## config.mk

```make
export PLATFORM = sky130hd
export DESIGN_NAME = uart_rx_checked
export DESIGN_NICKNAME = d
export VERILOG_FILES = /design/src/rtl/uart_pkg.sv /design/src/rtl/uart_sync2.sv /design/src/rtl/uart_rx_checked.sv
export SDC_FILE = /design/constraint.sdc
export NUM_CORES = 1
export LEC_CHECK = 0
export ABC_AREA = 0
export CORE_MARGIN = 2
export CORE_UTILIZATION = 30
export DETAILED_ROUTE_END_ITERATION = 6
export GPL_ROUTABILITY_DRIVEN = 0
export HOLD_SLACK_MARGIN = 0.1
export PLACE_DENSITY_LB_ADDON = 0.3
export SLEW_MARGIN = 15
export SYNTH_ARGS = -nofsm -noshare
export SYNTH_HDL_FRONTEND = slang
export SYNTH_SLANG_ARGS = --single-unit
```

## constraint.sdc

```tcl
create_clock -name clk -period 3.75 [get_ports clk]
set_input_delay 0.75 -clock clk [delete_from_list [all_inputs] [get_ports clk]]
set_output_delay 0.75 -clock clk [all_outputs]
set_load 0.1 [all_outputs]
```

## src/rtl/uart_pkg.sv

```systemverilog
// Shared UART definitions: FSM state encoding and data width, reused by the transmitter.
package uart_pkg;

    localparam int UART_DATA_W = 8;

    typedef logic [UART_DATA_W-1:0] uart_byte_t;

    typedef enum logic [2:0] {
        ST_IDLE   = 3'd0,
        ST_START  = 3'd1,
        ST_DATA   = 3'd2,
        ST_PARITY = 3'd3,
        ST_STOP   = 3'd4,
        ST_BREAK  = 3'd5
    } uart_state_t;

    // Bit value that makes the total count of ones (data + parity) even.
    function automatic logic even_parity_bit(input uart_byte_t b);
        return ^b;
    endfunction

endpackage

```

## src/rtl/uart_sync2.sv

```systemverilog
// Two-flop synchronizer for a single asynchronous bit; resets to the idle-high level.
module uart_sync2 (
    input  logic clk,
    input  logic rst_n,
    input  logic d,
    output logic q
);

    logic meta;

    always_ff @(posedge clk or negedge rst_n) begin
        if (!rst_n) begin
            meta <= 1'b1;
            q    <= 1'b1;
        end else begin
            meta <= d;
            q    <= meta;
        end
    end

endmodule

```

## src/rtl/uart_rx_checked.sv

```systemverilog
// UART receiver (8N1) with running byte sum and framing-error reporting.
// Define UART_RX_PARITY_EN to receive 8E1 frames with even-parity checking.
//
// state     | meaning
// ----------+-----------------------------------------------------------
// ST_IDLE   | line idle, waiting for a synchronized falling edge
// ST_START  | confirming the start bit at its mid sample
// ST_DATA   | shifting in 8 data bits, LSB first
// ST_PARITY | checking the even-parity bit (parity build only)
// ST_STOP   | sampling the stop bit; publish byte or flag framing error
// ST_BREAK  | waiting for the line to return high after an error
module uart_rx_checked
    import uart_pkg::*;
#(
    parameter int cycles_per_bit = 3
) (
    input  logic                   clk,
    input  logic                   rst_n,
    input  logic                   i_serial,
    output logic [UART_DATA_W-1:0] o_data,
    output logic                   o_valid,
    output logic [31:0]            o_sum,
    output logic                   o_idle,
    output logic                   o_frame_err
);

    localparam logic [15:0] MID_CNT  = 16'((cycles_per_bit - 1) / 2);
    localparam logic [15:0] LAST_CNT = 16'(cycles_per_bit - 1);

    uart_state_t state;
    logic        line_s;
    logic        line_d;
    logic [1:0]  settle;
    logic [15:0] cnt;
    logic [2:0]  bit_idx;
    uart_byte_t  shreg;
    logic        mid;
    logic        armed;
    logic        fall;

    uart_sync2 u_sync (
        .clk   (clk),
        .rst_n (rst_n),
        .d     (i_serial),
        .q     (line_s)
    );

    // Edges are ignored until the synchronizer and line_d hold real line values,
    // so a line already low at reset release is not mistaken for a start bit.
    assign armed = (settle == 2'd3);
    assign fall  = armed && line_d && !line_s;
    assign mid   = (cnt == MID_CNT);

    always_ff @(posedge clk or negedge rst_n) begin
        if (!rst_n) begin
            state       <= ST_IDLE;
            line_d      <= 1'b1;
            settle      <= 2'd0;
            cnt         <= 16'd0;
            bit_idx     <= 3'd0;
            shreg       <= '0;
            o_data      <= '0;
            o_valid     <= 1'b0;
            o_sum       <= 32'd0;
            o_idle      <= 1'b1;
            o_frame_err <= 1'b0;
        end else begin
            o_valid     <= 1'b0;
            o_frame_err <= 1'b0;
            line_d      <= line_s;
            if (!armed) begin
                settle <= 2'(settle + 2'd1);
            end

            if (state == ST_IDLE || state == ST_BREAK || cnt == LAST_CNT) begin
                cnt <= 16'd0;
            end else begin
                cnt <= cnt + 16'd1;
            end

            case (state)
                ST_IDLE: begin
                    if (fall) begin
                        state   <= ST_START;
                        bit_idx <= 3'd0;
                        o_idle  <= 1'b0;
                    end
                end
                ST_START: begin
                    if (mid) begin
                        if (line_s) begin
                            state  <= ST_IDLE;
                            o_idle <= 1'b1;
                        end else begin
                            state   <= ST_DATA;
                            bit_idx <= 3'd0;
                        end
                    end
                end
                ST_DATA: begin
                    if (mid) begin
                        shreg   <= {line_s, shreg[UART_DATA_W-1:1]};
                        bit_idx <= 3'(bit_idx + 3'd1);
                        if (bit_idx == 3'd7) begin
`ifdef UART_RX_PARITY_EN
                            state <= ST_PARITY;
`else
                            state <= ST_STOP;
`endif
                        end
                    end
                end
`ifdef UART_RX_PARITY_EN
                ST_PARITY: begin
                    if (mid) begin
                        if (line_s != even_parity_bit(shreg)) begin
                            o_frame_err <= 1'b1;
                            state       <= ST_BREAK;
                        end else begin
                            state <= ST_STOP;
                        end
                    end
                end
`endif
                ST_STOP: begin
                    if (mid) begin
                        if (line_s) begin
                            o_data  <= shreg;
                            o_valid <= 1'b1;
                            o_sum   <= o_sum + {24'd0, shreg};
                            state   <= ST_IDLE;
                            o_idle  <= 1'b1;
                        end else begin
                            o_frame_err <= 1'b1;
                            state       <= ST_BREAK;
                        end
                    end
                end
                ST_BREAK: begin
                    if (line_s) begin
                        state  <= ST_IDLE;
                        o_idle <= 1'b1;
                    end
                end
                default: begin
                    state  <= ST_IDLE;
                    o_idle <= 1'b1;
                end
            endcase
        end
    end

endmodule

```

# == Word-level counts from Yosys, hierarchy flattened ==
# Cells that the tools add are included.
# totals
regBits,78
in_bits,3
output_inout_bits,43
elab_cells,72
# classes
add_sub_neg,4
eq_ne,16
n_mux,25
bitwise,1
reduce_logical,13
# op_table
op,n
3-bit 2-to-1 mux,11
32-bit by 8-bit adder with 32-bit output,1
"16-bit by 1-bit adder with 16-bit output, second input constant",1
"16-bit by 1-bit equality test with 1-bit output, second input constant",1
"16-bit by 2-bit equality test with 1-bit output, second input constant",1
16-bit 2-to-1 mux,1
3-bit case mux with 5 select lines,1
"2-bit inequality test, second input constant",6
"3-bit equality test, second input constant",3
1-bit 2-to-1 mux,9
3-bit case mux with 3 select lines,1
3-bit AND reduction,2
6-bit AND reduction,1
5-bit AND reduction,1
"2-bit by 1-bit inequality test with 1-bit output, second input constant",2
1-bit case mux with 4 select lines,1
"3-bit by 1-bit adder with 3-bit output, second input constant",1
"3-bit by 1-bit equality test with 1-bit output, second input constant",1
"3-bit by 2-bit equality test with 1-bit output, second input constant",1
3-bit zero test,1
3-bit nonzero test,1
"2-bit by 1-bit adder with 2-bit output, second input constant",1
"2-bit equality test, second input constant",1
1-bit logical AND,2
other kinds (6),7

# == Depth between registers and ports, before layout ==
# logic_depth
word_depth,5
ltp_mapped,8
ltp_nobuf,7

# == Cells and area by module ==
# A second synthesis with hierarchy kept.
# hier_totals
cells_unflattened,344
hier_area_um2,3814.9
# modules_own_cells
module,n_inst,cells_per_inst,area_per_inst_um2,seq_area_each_um2
uart_rx_checked,1,342,3762.4,1904.3
uart_sync2,1,2,52.6,52.6

# == Least setup slack after synthesis ==
# No wires, ideal clock.
# synth_timing
kind,flip-flop to flip-flop
start,reg o_sum[1]
end,reg o_sum[25]
setup_time_ps,163
t_arrival_ps,2703
required_ps,3587
slack_ps,883
path_stages_with_launch,8
n_path_buf,1
period_less_slack_ps,2867
cell_sequence,dfrtp_1 ha_1 a211oi_1 o21ai_0 a221oi_1 clkbuf_1 nor4_1 xor2_1
# synth_between
elab_chain_cells,1
# synth_rtl
item,line_no,rtl
start: declaration,uart_rx_checked.sv:22,"output logic [31:0] o_sum,"
start signal: assignment,uart_rx_checked.sv:130,"o_sum <= o_sum + {24'd0, shreg};"
32-bit by 8-bit adder with 32-bit output,uart_rx_checked.sv:130,
# No other way between the ends.
# A chain may end at the register's enable or synchronous reset.

# == Worst setup path in the final report ==
# layout_timing
start,reg o_idle
end,out o_idle
# layout_rtl
item,line_no,rtl
start: declaration,uart_rx_checked.sv:23,"output logic o_idle,"
start signal: assignment,uart_rx_checked.sv:65,o_idle <= 1'b1;
start signal: assignment,uart_rx_checked.sv:86,o_idle <= 1'b0;
start signal: assignment,uart_rx_checked.sv:93,o_idle <= 1'b1;
# No word-level cell between the ends.

==> results.cfg <==
[clock_tree]
cts_resized = 0
cts_tree = done
cts_buffer_depth = 2
clk_pin_slew_ns = 0.06
cts_sinks = 78
cts_setup_buffers = 0
clk_latency_ns = 0.34
clock-root-buffer = clkbuf_16
cts_buffers = 9
postCtsHoldBufs = 0
htree_levels = 3

[grt]
grt_util_all_layers = 0.131
grt_max_degree = 79
first_global_vias = 2941
grtUsageMet3 = 0.0392
top_usage_layer = met2
grtUsageMet2 = 0.206
antenna_found_initial = 0
grt_overflow = 0
grtUsageMet1 = 0.169
grt_pass1_wl_um = 14700

[worst_setup_path]
cp-start-kind = register
r2r_slack_ns = 1.24
crit_buf_inv = 1
cp_max_fo = 3
r2r_end = o_sum[9]$_DFFE_PN0P_
worstPathCellList = clkdlybuf4s50_1
ff2ff_path_depth = 5
cpLargestDelayFamily = buffers and inverters
slowest_stage = clkdlybuf4s50_1
end_kind = primary output
critPathMaxStageDelay_ns = 1.14
crit_arrival_ns = 2.01
crit_type = register to primary output
critPathRequiredTime_ns = 3.00
timing.rr.start = cnt[8]$_DFF_PN0_

[floorplan]
die_w_um = 118
start_util = 0.308
pin_count = 46
core_sq_um = 12600
row_count = 41
die_h_um = 118
dieArea_sq_um = 13900

[power_and_ir_drop]
ir_drop_v = 0.000237
leakagePower_uw = 0.00218
powerDensity_nw_per_um2 = 427

[min_path]
hold_start = u_sync.meta$_DFF_PN1_
hold_path_end = u_sync.q$_DFF_PN1_
holdPathStages = 0
min_path_type = register to register

[synthesis]
avgSynthCellArea_sq_um = 10.4
yosysTopAreaCellShare = 0.476
synthArstFlopShare = 1.00
netlist_area_sq_um = 3890
synth_edf_count = 0
synth-seq-cells = 78
synth.distinct_cells = 49
synth.net_count = 392
synth_top_area_cell = dfrtp_1
synthAdderAreaFrac = 0.0501
synth_top_family_by_area = simple AND/OR/NAND/NOR gates
synth-compound-area-share = 0.0698
synthCells = 374
yosys_warnings = 0
yosys.area_share.simple = 0.223
yosysSeqAreaShare = 0.503
synth_mux_area_frac = 0.0260
synth-xor-area-share = 0.104
ys.flop_type = dfrtp_1
yosys-top-cells-area = dfrtp_1 (48%), xor2_1 (6.8%), nand2_1 (5.4%), ha_1 (4.5%), xnor2_1 (3.6%)

[cells_and_area]
multiInputGateArea_sq_um = 1840
finalNetCount = 439
area_growth_pct = 22.5
nFillCells = 1294
final_cell_mix = dfrtp_1 (74), nand2_1 (56), clkdlybuf4s50_1 (44)
seqCellArea_sq_um = 1960
layout_commonest_cell = dfrtp_1
drive_above_1_share = 0.102
n_antenna_cell = 0

[routing]
drc_errors = 0
drtAntennaViolNets = 0
vias_per_cell = 4.80
drt-total-wl_um = 8420
wl_per_cell_um = 14.1
first_iter_violations = 191
vias = 2858
drt-pass1-iter-count = 4

[placement]
place_ws_ns = 1.21
dpl.hpwl_um = 5720
port_buffers = 45

[timing]
setup_viol = 0
fin_ws_ns = 0.993
hold_viol_final = 0
final_max_slew_viol_count = 0
period_share = 0.735
grt_setup_unrepaired = false
max_slew_margin = 0.328
fmax_ghz = 0.363
clock_skew_ns = 0.00665
period_needed_ns = 2.76
tightest_slew_ns = 1.00
setup_tns_ns = 0

[status]
status = completed

[job]
drv_cap = 0
[worst max-delay path by stage]
stage               cells past startpoint                    end            startpoint  slack (ns)
floorplan                               7  o_sum[25]$_DFFE_PN0P_  o_sum[1]$_DFFE_PN0P_        0.88
global placement                        5   o_sum[9]$_DFFE_PN0P_      cnt[8]$_DFF_PN0_        1.26
detailed placement                      5   o_sum[9]$_DFFE_PN0P_      cnt[8]$_DFF_PN0_        1.21
CTS                                     1                 o_idle    o_idle$_DFFE_PN1P_        0.97
global route                            1                 o_idle    o_idle$_DFFE_PN1P_        0.96
finish                                  1                 o_idle    o_idle$_DFFE_PN1P_        0.99
[layer usage]
layer / wire, um / vias to the layer above
li1: - / 1386
met1: 4050 / 1402
met2: 3870 / 57
met3: 353 / 13
met4: 146 / 0
met5: 0 / -
[sequential cells by signal, summed over array words and instances, names as in the netlist, 2 cells and up]
signal	count
settle	2
state	3
cnt	16
o_sum	32
o_data	8
shreg	8
bit_idx	3
[cells in the mapped netlist (2+ instances only)]
library cell  count
o21bai_1          2
nand2_1          56
dfstp_2           4
nor2_1           32
xor2_1           30
nand3_1          13
inv_1            10
dfrtp_1          74
mux2_2            9
ha_1             14
nand3b_1          3
and3_1            6
nor4_2            4
nor3b_1           2
buf_2             2
a21oi_1          10
o21a_1            2
and4bb_2          2
nand4_1           7
xnor2_1          16
nor3_1           10
nor4b_1           5
nor4_1            8
a211oi_1          2
a21o_1            2
clkbuf_1          8
o21ai_0          19
[area by class of cell]
cell class | count | area share
well taps | 172 | 0.0451
repair buffers | 48 | 0.0987
inverters | 10 | 0.00787
clock inverters | 3 | 0.00315
multi-input cells | 274 | 0.387
flip-flops and latches | 78 | 0.410
clock buffers | 10 | 0.0480
[through the flow]
stage | util | std cells | area (sq um) | total power, uW | hold slack [ns]
after floorplan | - | 374 | 3890 | 1200 | 0.345
after global placement | 0.358 | 582 | 4520 | 1280 | 0.356
after detailed placement | 0.358 | 582 | 4520 | 1290 | 0.358
after CTS | 0.377 | 595 | 4760 | 2060 | 0.362
after global routing | 0.378 | 595 | 4770 | 2150 | 0.365
final | 0.378 | 595 | 4770 | 2030 | 0.360
[where the power goes]
group          total [uW]  leakage (uW)  switching (uW)  internal, uW
Combinational         327      0.000997             218           109
Clock                 753      0.000124             320           433
Sequential            954       0.00106            63.1           891
[cell families (layout without fill, tap and decap cells)]
logic type | after synthesis | count (layout)
AOI/OAI and AO/OA | 45 | 45
xor gates and xnor gates | 46 | 46
adders and majority gates | 15 | 15
buffers and inverters | 22 | 71
DFF | 78 | 78
muxes | 9 | 9
and+or+nand+nor | 159 | 159
Power figures use the tool's default switching activity.
